==> src/rtl/sd_pkg.sv <==
// rtl/sd_pkg.sv - shared signed-digit types, width constant and value helper
package sd_pkg;

  localparam int SD_DIGITS = 4;

  // One SD digit: value = plus - minus; {1,1} is a legal zero
  typedef struct packed {
    logic plus;
    logic minus;
  } sd_digit_t;

  // Carry pair: [1]=plus rail, [0]=minus rail
  typedef logic [1:0] sd_carry_t;

  function automatic int sd_value(input logic [SD_DIGITS-1:0] plus_v,
                                  input logic [SD_DIGITS-1:0] minus_v);
    return int'(plus_v) - int'(minus_v);
  endfunction

endpackage

==> src/rtl/sd_adder_m_slice_if.sv <==
// rtl/sd_adder_m_slice_if.sv - datapath bundle of the SD adder / M slice
interface sd_adder_m_slice_if;
  import sd_pkg::*;

  logic                 carry_en;
  logic [SD_DIGITS-1:0] x_plus;
  logic [SD_DIGITS-1:0] x_minus;
  logic [SD_DIGITS-1:0] y_plus;
  logic [SD_DIGITS-1:0] y_minus;
  logic [SD_DIGITS-1:0] residue_plus;
  logic [SD_DIGITS-1:0] residue_minus;
  logic [SD_DIGITS-1:0] sum_plus;
  logic [SD_DIGITS-1:0] sum_minus;
  sd_carry_t            cout_one;
  sd_carry_t            cout_two;
  sd_carry_t            cin_one;
  sd_carry_t            cin_two;
  logic [SD_DIGITS-1:0] v_top_plus;
  logic [SD_DIGITS-1:0] v_top_minus;
  logic [1:0]           p;
  logic [2:0]           w_upper_plus;
  logic [2:0]           w_upper_minus;

  modport master (
    output carry_en, x_plus, x_minus, y_plus, y_minus,
           residue_plus, residue_minus, v_top_plus, v_top_minus, p,
    input  sum_plus, sum_minus, cout_one, cout_two, cin_one, cin_two,
           w_upper_plus, w_upper_minus
  );

  modport slave (
    input  carry_en, x_plus, x_minus, y_plus, y_minus,
           residue_plus, residue_minus, v_top_plus, v_top_minus, p,
    output sum_plus, sum_minus, cout_one, cout_two, cin_one, cin_two,
           w_upper_plus, w_upper_minus
  );

endinterface

==> src/rtl/sd_carry_reg.sv <==
// rtl/sd_carry_reg.sv - 2-bit enable-gated carry flop with asynchronous reset
module sd_carry_reg
  import sd_pkg::*;
(
  input  logic      clk,
  input  logic      rst,
  input  logic      en_i,
  input  sd_carry_t d_i,
  output sd_carry_t q_o
);

  sd_carry_t q_q;
  sd_carry_t q_d;

  always_comb begin
    q_d = q_q;
    if (en_i) begin
      q_d = d_i;
    end
  end

  always_ff @(posedge clk or posedge rst) begin
    if (rst) begin
      q_q <= '0;
    end else begin
      q_q <= q_d;
    end
  end

  assign q_o = q_q;

endmodule

==> src/rtl/sd_adder_m_slice.sv <==
// rtl/sd_adder_m_slice.sv - 4-digit SD three-operand adder slice plus M selection-subtract
// Optional feature macro: SD_M_OVF_FLAG_EN adds the m_ovf saturation flag output.
module sd_adder_m_slice
  import sd_pkg::*;
#(
  parameter int DIGITS = 4
) (
  input  logic              clk,
  input  logic              rst,
  sd_adder_m_slice_if.slave bus
`ifdef SD_M_OVF_FLAG_EN
  ,
  output logic              m_ovf
`endif
);

  logic [DIGITS:0]   st1_plus;
  logic [DIGITS:0]   st1_minus;
  logic [DIGITS:0]   st2_plus;
  logic [DIGITS:0]   st2_minus;
  sd_carry_t         cout_one_d;
  sd_carry_t         cout_two_d;

  // Each rail is an independent unsigned chain; stage 2 consumes stage 1's low digits
  always_comb begin
    st1_plus  = {1'b0, bus.x_plus}  + {1'b0, bus.y_plus}  + {{DIGITS{1'b0}}, bus.cin_one[1]};
    st1_minus = {1'b0, bus.x_minus} + {1'b0, bus.y_minus} + {{DIGITS{1'b0}}, bus.cin_one[0]};
    st2_plus  = {1'b0, st1_plus[DIGITS-1:0]}  + {1'b0, bus.residue_plus}
              + {{DIGITS{1'b0}}, bus.cin_two[1]};
    st2_minus = {1'b0, st1_minus[DIGITS-1:0]} + {1'b0, bus.residue_minus}
              + {{DIGITS{1'b0}}, bus.cin_two[0]};
    cout_one_d = {st1_plus[DIGITS], st1_minus[DIGITS]};
    cout_two_d = {st2_plus[DIGITS], st2_minus[DIGITS]};
  end

  assign bus.sum_plus  = st2_plus[DIGITS-1:0];
  assign bus.sum_minus = st2_minus[DIGITS-1:0];
  assign bus.cout_one  = cout_one_d;
  assign bus.cout_two  = cout_two_d;

  sd_carry_reg u_cin_one (
    .clk  (clk),
    .rst  (rst),
    .en_i (bus.carry_en),
    .d_i  (cout_one_d),
    .q_o  (bus.cin_one)
  );

  sd_carry_reg u_cin_two (
    .clk  (clk),
    .rst  (rst),
    .en_i (bus.carry_en),
    .d_i  (cout_two_d),
    .q_o  (bus.cin_two)
  );

  // M function: R = value(v_top) - 8*P spans -23..23, so 6 signed bits suffice
  logic signed [5:0] m_r;
  logic        [5:0] m_mag;
  logic              m_sat;
  logic        [2:0] m_w;

  always_comb begin
    m_r   = 6'(sd_value(bus.v_top_plus, bus.v_top_minus)
               - 8 * (int'(bus.p[1]) - int'(bus.p[0])));
    m_mag = m_r[5] ? 6'(-m_r) : m_r;
    m_sat = (m_mag > 6'd7);
    m_w   = m_sat ? 3'd7 : m_mag[2:0];
  end

  // Magnitude goes on exactly one rail, so the result is always canonical
  assign bus.w_upper_plus  = m_r[5] ? 3'd0 : m_w;
  assign bus.w_upper_minus = m_r[5] ? m_w  : 3'd0;

`ifdef SD_M_OVF_FLAG_EN
  assign m_ovf = m_sat;
`endif

endmodule

==> src/flat_wrapper.sv <==
// flat-port wrapper written by rule: the top's interface ports become plain ports
module sd_adder_m_slice_flat import sd_pkg::*;
#(
  parameter int DIGITS = 4
)
  (clk, rst, bus_carry_en, bus_x_plus, bus_x_minus, bus_y_plus, bus_y_minus, bus_residue_plus, bus_residue_minus, bus_v_top_plus, bus_v_top_minus, bus_p, bus_sum_plus, bus_sum_minus, bus_cout_one, bus_cout_two, bus_cin_one, bus_cin_two, bus_w_upper_plus, bus_w_upper_minus);
  sd_adder_m_slice_if bus_i ();
  input  logic clk;
  input  logic rst;
  input wire logic [$bits(bus_i.carry_en)-1:0] bus_carry_en;
  input wire logic [$bits(bus_i.x_plus)-1:0] bus_x_plus;
  input wire logic [$bits(bus_i.x_minus)-1:0] bus_x_minus;
  input wire logic [$bits(bus_i.y_plus)-1:0] bus_y_plus;
  input wire logic [$bits(bus_i.y_minus)-1:0] bus_y_minus;
  input wire logic [$bits(bus_i.residue_plus)-1:0] bus_residue_plus;
  input wire logic [$bits(bus_i.residue_minus)-1:0] bus_residue_minus;
  input wire logic [$bits(bus_i.v_top_plus)-1:0] bus_v_top_plus;
  input wire logic [$bits(bus_i.v_top_minus)-1:0] bus_v_top_minus;
  input wire logic [$bits(bus_i.p)-1:0] bus_p;
  output wire logic [$bits(bus_i.sum_plus)-1:0] bus_sum_plus;
  output wire logic [$bits(bus_i.sum_minus)-1:0] bus_sum_minus;
  output wire logic [$bits(bus_i.cout_one)-1:0] bus_cout_one;
  output wire logic [$bits(bus_i.cout_two)-1:0] bus_cout_two;
  output wire logic [$bits(bus_i.cin_one)-1:0] bus_cin_one;
  output wire logic [$bits(bus_i.cin_two)-1:0] bus_cin_two;
  output wire logic [$bits(bus_i.w_upper_plus)-1:0] bus_w_upper_plus;
  output wire logic [$bits(bus_i.w_upper_minus)-1:0] bus_w_upper_minus;
  assign bus_i.carry_en = bus_carry_en;
  assign bus_i.x_plus = bus_x_plus;
  assign bus_i.x_minus = bus_x_minus;
  assign bus_i.y_plus = bus_y_plus;
  assign bus_i.y_minus = bus_y_minus;
  assign bus_i.residue_plus = bus_residue_plus;
  assign bus_i.residue_minus = bus_residue_minus;
  assign bus_i.v_top_plus = bus_v_top_plus;
  assign bus_i.v_top_minus = bus_v_top_minus;
  assign bus_i.p = bus_p;
  assign bus_sum_plus = bus_i.sum_plus;
  assign bus_sum_minus = bus_i.sum_minus;
  assign bus_cout_one = bus_i.cout_one;
  assign bus_cout_two = bus_i.cout_two;
  assign bus_cin_one = bus_i.cin_one;
  assign bus_cin_two = bus_i.cin_two;
  assign bus_w_upper_plus = bus_i.w_upper_plus;
  assign bus_w_upper_minus = bus_i.w_upper_minus;
  sd_adder_m_slice #(.DIGITS(DIGITS)) u_core (.clk(clk), .rst(rst), .bus(bus_i));
endmodule
==> config.mk <==
export PLATFORM = sky130hd
export DESIGN_NAME = sd_adder_m_slice_flat
export DESIGN_NICKNAME = d
export VERILOG_FILES = /design/src/rtl/sd_pkg.sv /design/src/rtl/sd_adder_m_slice_if.sv /design/src/rtl/sd_carry_reg.sv /design/src/rtl/sd_adder_m_slice.sv /design/src/flat_wrapper.sv
export SDC_FILE = /design/constraint.sdc
export NUM_CORES = 1
export LEC_CHECK = 0
export ABC_AREA = 1
export CAP_MARGIN = 15
export CORE_UTILIZATION = 35
export DETAILED_ROUTE_END_ITERATION = 16
export PLACE_DENSITY = 0.73
export SLEW_MARGIN = 20
export SYNTH_ARGS = -nofsm -noshare
export SYNTH_HDL_FRONTEND = slang
export SYNTH_HIERARCHICAL = 1
export SYNTH_SLANG_ARGS = --single-unit
==> constraint.sdc <==
create_clock -name clk -period 3.4 [get_ports clk]
set_clock_uncertainty 0.2 [all_clocks]
set_input_delay 0.68 -clock clk [delete_from_list [all_inputs] [get_ports clk]]
set_output_delay 0.68 -clock clk [all_outputs]
set_load 0.01 [all_outputs]
==> impl_metrics.yaml <==
outcome:
  status: "complete, but fails checks"
  violations: "DRC, setup timing"
detailed_routing:
  wl_met2_mm: 1.85
  routed_via_density: 4.63
  wirelength_met1_mm: 1.20
  wl_met3_um: 150
  routed.top_layer: "met3"
  ant_nets: 0
  first_pass_iters: 10
  drc: 4
  drt_iter0_drc: 15
  wl_per_cell_um: 11.6
  num_vias: 1274
  wl_mm: 3.20
sta:
  fmax_mhz: 272
  hold-worst-slack_ns: 0.328
  finalWorstSetupSlack_ns: -0.278
  slew_headroom: 0.723
  period_minus_slack_ns: 3.68
  final.period_utilization: 1.08
  setup_viol: 6
  worst_slew_pin_slew_ns: 0.411
  finalHoldViolCount: 0
  slew_violations: 0
  rsz0062_at_grt: "true"
logic_synthesis:
  synth_cells: 148
  ys_seq_area_frac: 0.0928
  synth.distinct_cells: 16
  ys_warn_count: 6
  synth_area_um2: 1080
  syn-num-nets: 214
  syn_avg_cell_area_um2: 7.29
  synth_seq_cells: 4
global_routing:
  track_usage: 0.204
  grt_pass1_wl_mm: 5.36
  overflow: 0
  antenna_found_initial: 0
  grt_pass1_vias: 1388
  grt_max_degree: 7
hold_path:
  hold_start: "u_core/u_cin_two/q_o[0]"
  min_path_type: "register to register"
  min_path_cells: 2
  whs_endpoint: "u_core/u_cin_two/q_o[0]"
setup_path:
  crit_type: "primary input to output pin"
  crit_fanout: 6
  worstPathRequired_ns: 2.52
  critPathCaptureType: "output pin"
  critical_path_arrival_ns: 2.80
  rrSetupSlack_ns: 0.93
  reg2reg_from: "u_core/u_cin_one/q_o[1]"
  r2r_cells: 9
  startpoint_type: "primary input"
  reg2reg_to: "u_core/u_cin_two/q_o[1]"
clocking:
  postCtsHoldBufs: 0
  cts_sinks: 4
  root_buffer: "clkbuf_4"
  worstSkewPairLatency_ns: 0.23
  cts_buffers: 3
  cts_tree: "yes"
  clk_pin_slew_ns: 0.04
  htree_levels: 1
  cts.path.max_buffers: 2
die:
  die_x_um: 57.5
  dieHeight_um: 57.5
  num_io_pins: 59
  rows: 19
  initial_core_util: 0.381
  coreArea_um2: 2830
  die_area_um2: 3310
cells_and_area:
  syn2layout_area_growth_pct: 101
  diodes: 0
  multi_input_area_um2: 1080
  n_fill_cell: 209
  layout_common_cells: "33 x buf_4, 30 x nand2_1, 27 x inv_1, 22 x clkdlybuf4s50_1, 17 x buf_2"
  register_area_um2: 100
  layoutNonFillerInstCount: 275
  drive_gt1_frac: 0.500
  nets: 312
  final_common_cell: "buf_4"
placement:
  io_buffers: 58
  hpwl_mm: 2.55
  post-place-ws_ns: -1.02
  dp_cells: 263
  place.gp.congestion: 0.833
power:
  power.density_nw_per_um2: 385
  peakVddDrop_v: 0.000274
  report.power.total_mw: 0.834
  leakagePower_nw: 1.13
job:
  maxCapViolCount: 0
flip-flops by register name (all words and copies together) (netlist names):
register              cells
u_core/u_cin_one/q_o      2
u_core/u_cin_two/q_o      2
power by group:
group          internal (mW)  total (mW)  switching [mW]  leakage (nW)
combinational          0.370       0.708           0.338          1.07
sequential            0.0575      0.0681          0.0107        0.0498
clock                 0.0395      0.0582          0.0188        0.0138
total                  0.467       0.834           0.368          1.13
metrics by stage:
step                      utilization  instance area (um2)  TNS, ns
final                           0.765                 2160    -1.26
after global routing            0.765                 2160    -1.79
after CTS                       0.748                 2120    -1.28
after detailed placement        0.682                 1930   -12.73
after global placement          0.682                 1930   -12.28
after floorplan                     -                 1110        0
worst max-delay path, stage by stage:
cell and delay, ns:
buf_6 0.09, inv_4 0.04, ha_4 0.12, inv_4 0.04, fa_2 0.34, nand2_2 0.09
nand2_2 0.07, a21oi_2 0.16, fa_2 0.47, a21oi_2 0.20, a21oi_4 0.08, buf_6 0.14
a31oi_4 0.14, buf_6 0.12
worst max-delay path by stage:
stage,start,cells after the start,end
2_1_floorplan,bus_v_top_plus[0],11,bus_w_upper_minus[1]
3_3_place_gp,bus_v_top_minus[1],14,bus_w_upper_plus[2]
3_5_place_dp,bus_v_top_minus[0],12,bus_w_upper_minus[0]
4_1_cts,bus_v_top_minus[1],14,bus_w_upper_plus[1]
5_1_grt,bus_v_top_plus[0],14,bus_w_upper_minus[0]
6_report,bus_v_top_plus[0],14,bus_w_upper_minus[0]
cells in the mapped netlist (all sizes together):
master | instances | area (um2)
fa | 10 | 200
nand3 | 8 | 40.0
o21ai | 6 | 30.0
inv | 39 | 146
ha | 19 | 238
nand2 | 36 | 145
xnor2 | 5 | 43.8
a31oi | 3 | 18.8
nor2 | 2 | 10.0
xor2 | 4 | 35.0
a21oi | 12 | 71.3
dfrtp | 4 | 100
routing by layer:
metal  GRT usage  vias to the layer above
met2       0.439                       34
li1            -                      654
met5           0                        -
met3      0.0227                        0
met1       0.210                      586
met4      0.0209                        0
what timing repair did:
item,4_1_cts,5_1_grt
resized for setup,149,16
pin swaps,44,27
endpoints found under the setup margin,18,15
buffers inserted,10,0
endpoints found under the hold margin,0,0
logic make-up after synthesis:
| family | after synthesis | share of synthesized area |
|---|---|---|
| XOR/XNOR | 9 | 0.0731 |
| flip-flops | 4 | 0.0928 |
| AND/OR/NAND/NOR | 46 | 0.181 |
| adder cells (fa/ha/maj) | 29 | 0.406 |
| AO/OA/AOI/OAI | 21 | 0.111 |
| buffers and inverters | 39 | 0.136 |
area by class of cell:
type                            instances  area share
Sequential cell                         4      0.0462
Inverter                               39      0.0711
Multi-Input combinational cell        105       0.501
Tap cell                               31      0.0179
Timing Repair Buffer                   93       0.353
Clock buffer                            3      0.0104
(Power assumes the default switching activity.)
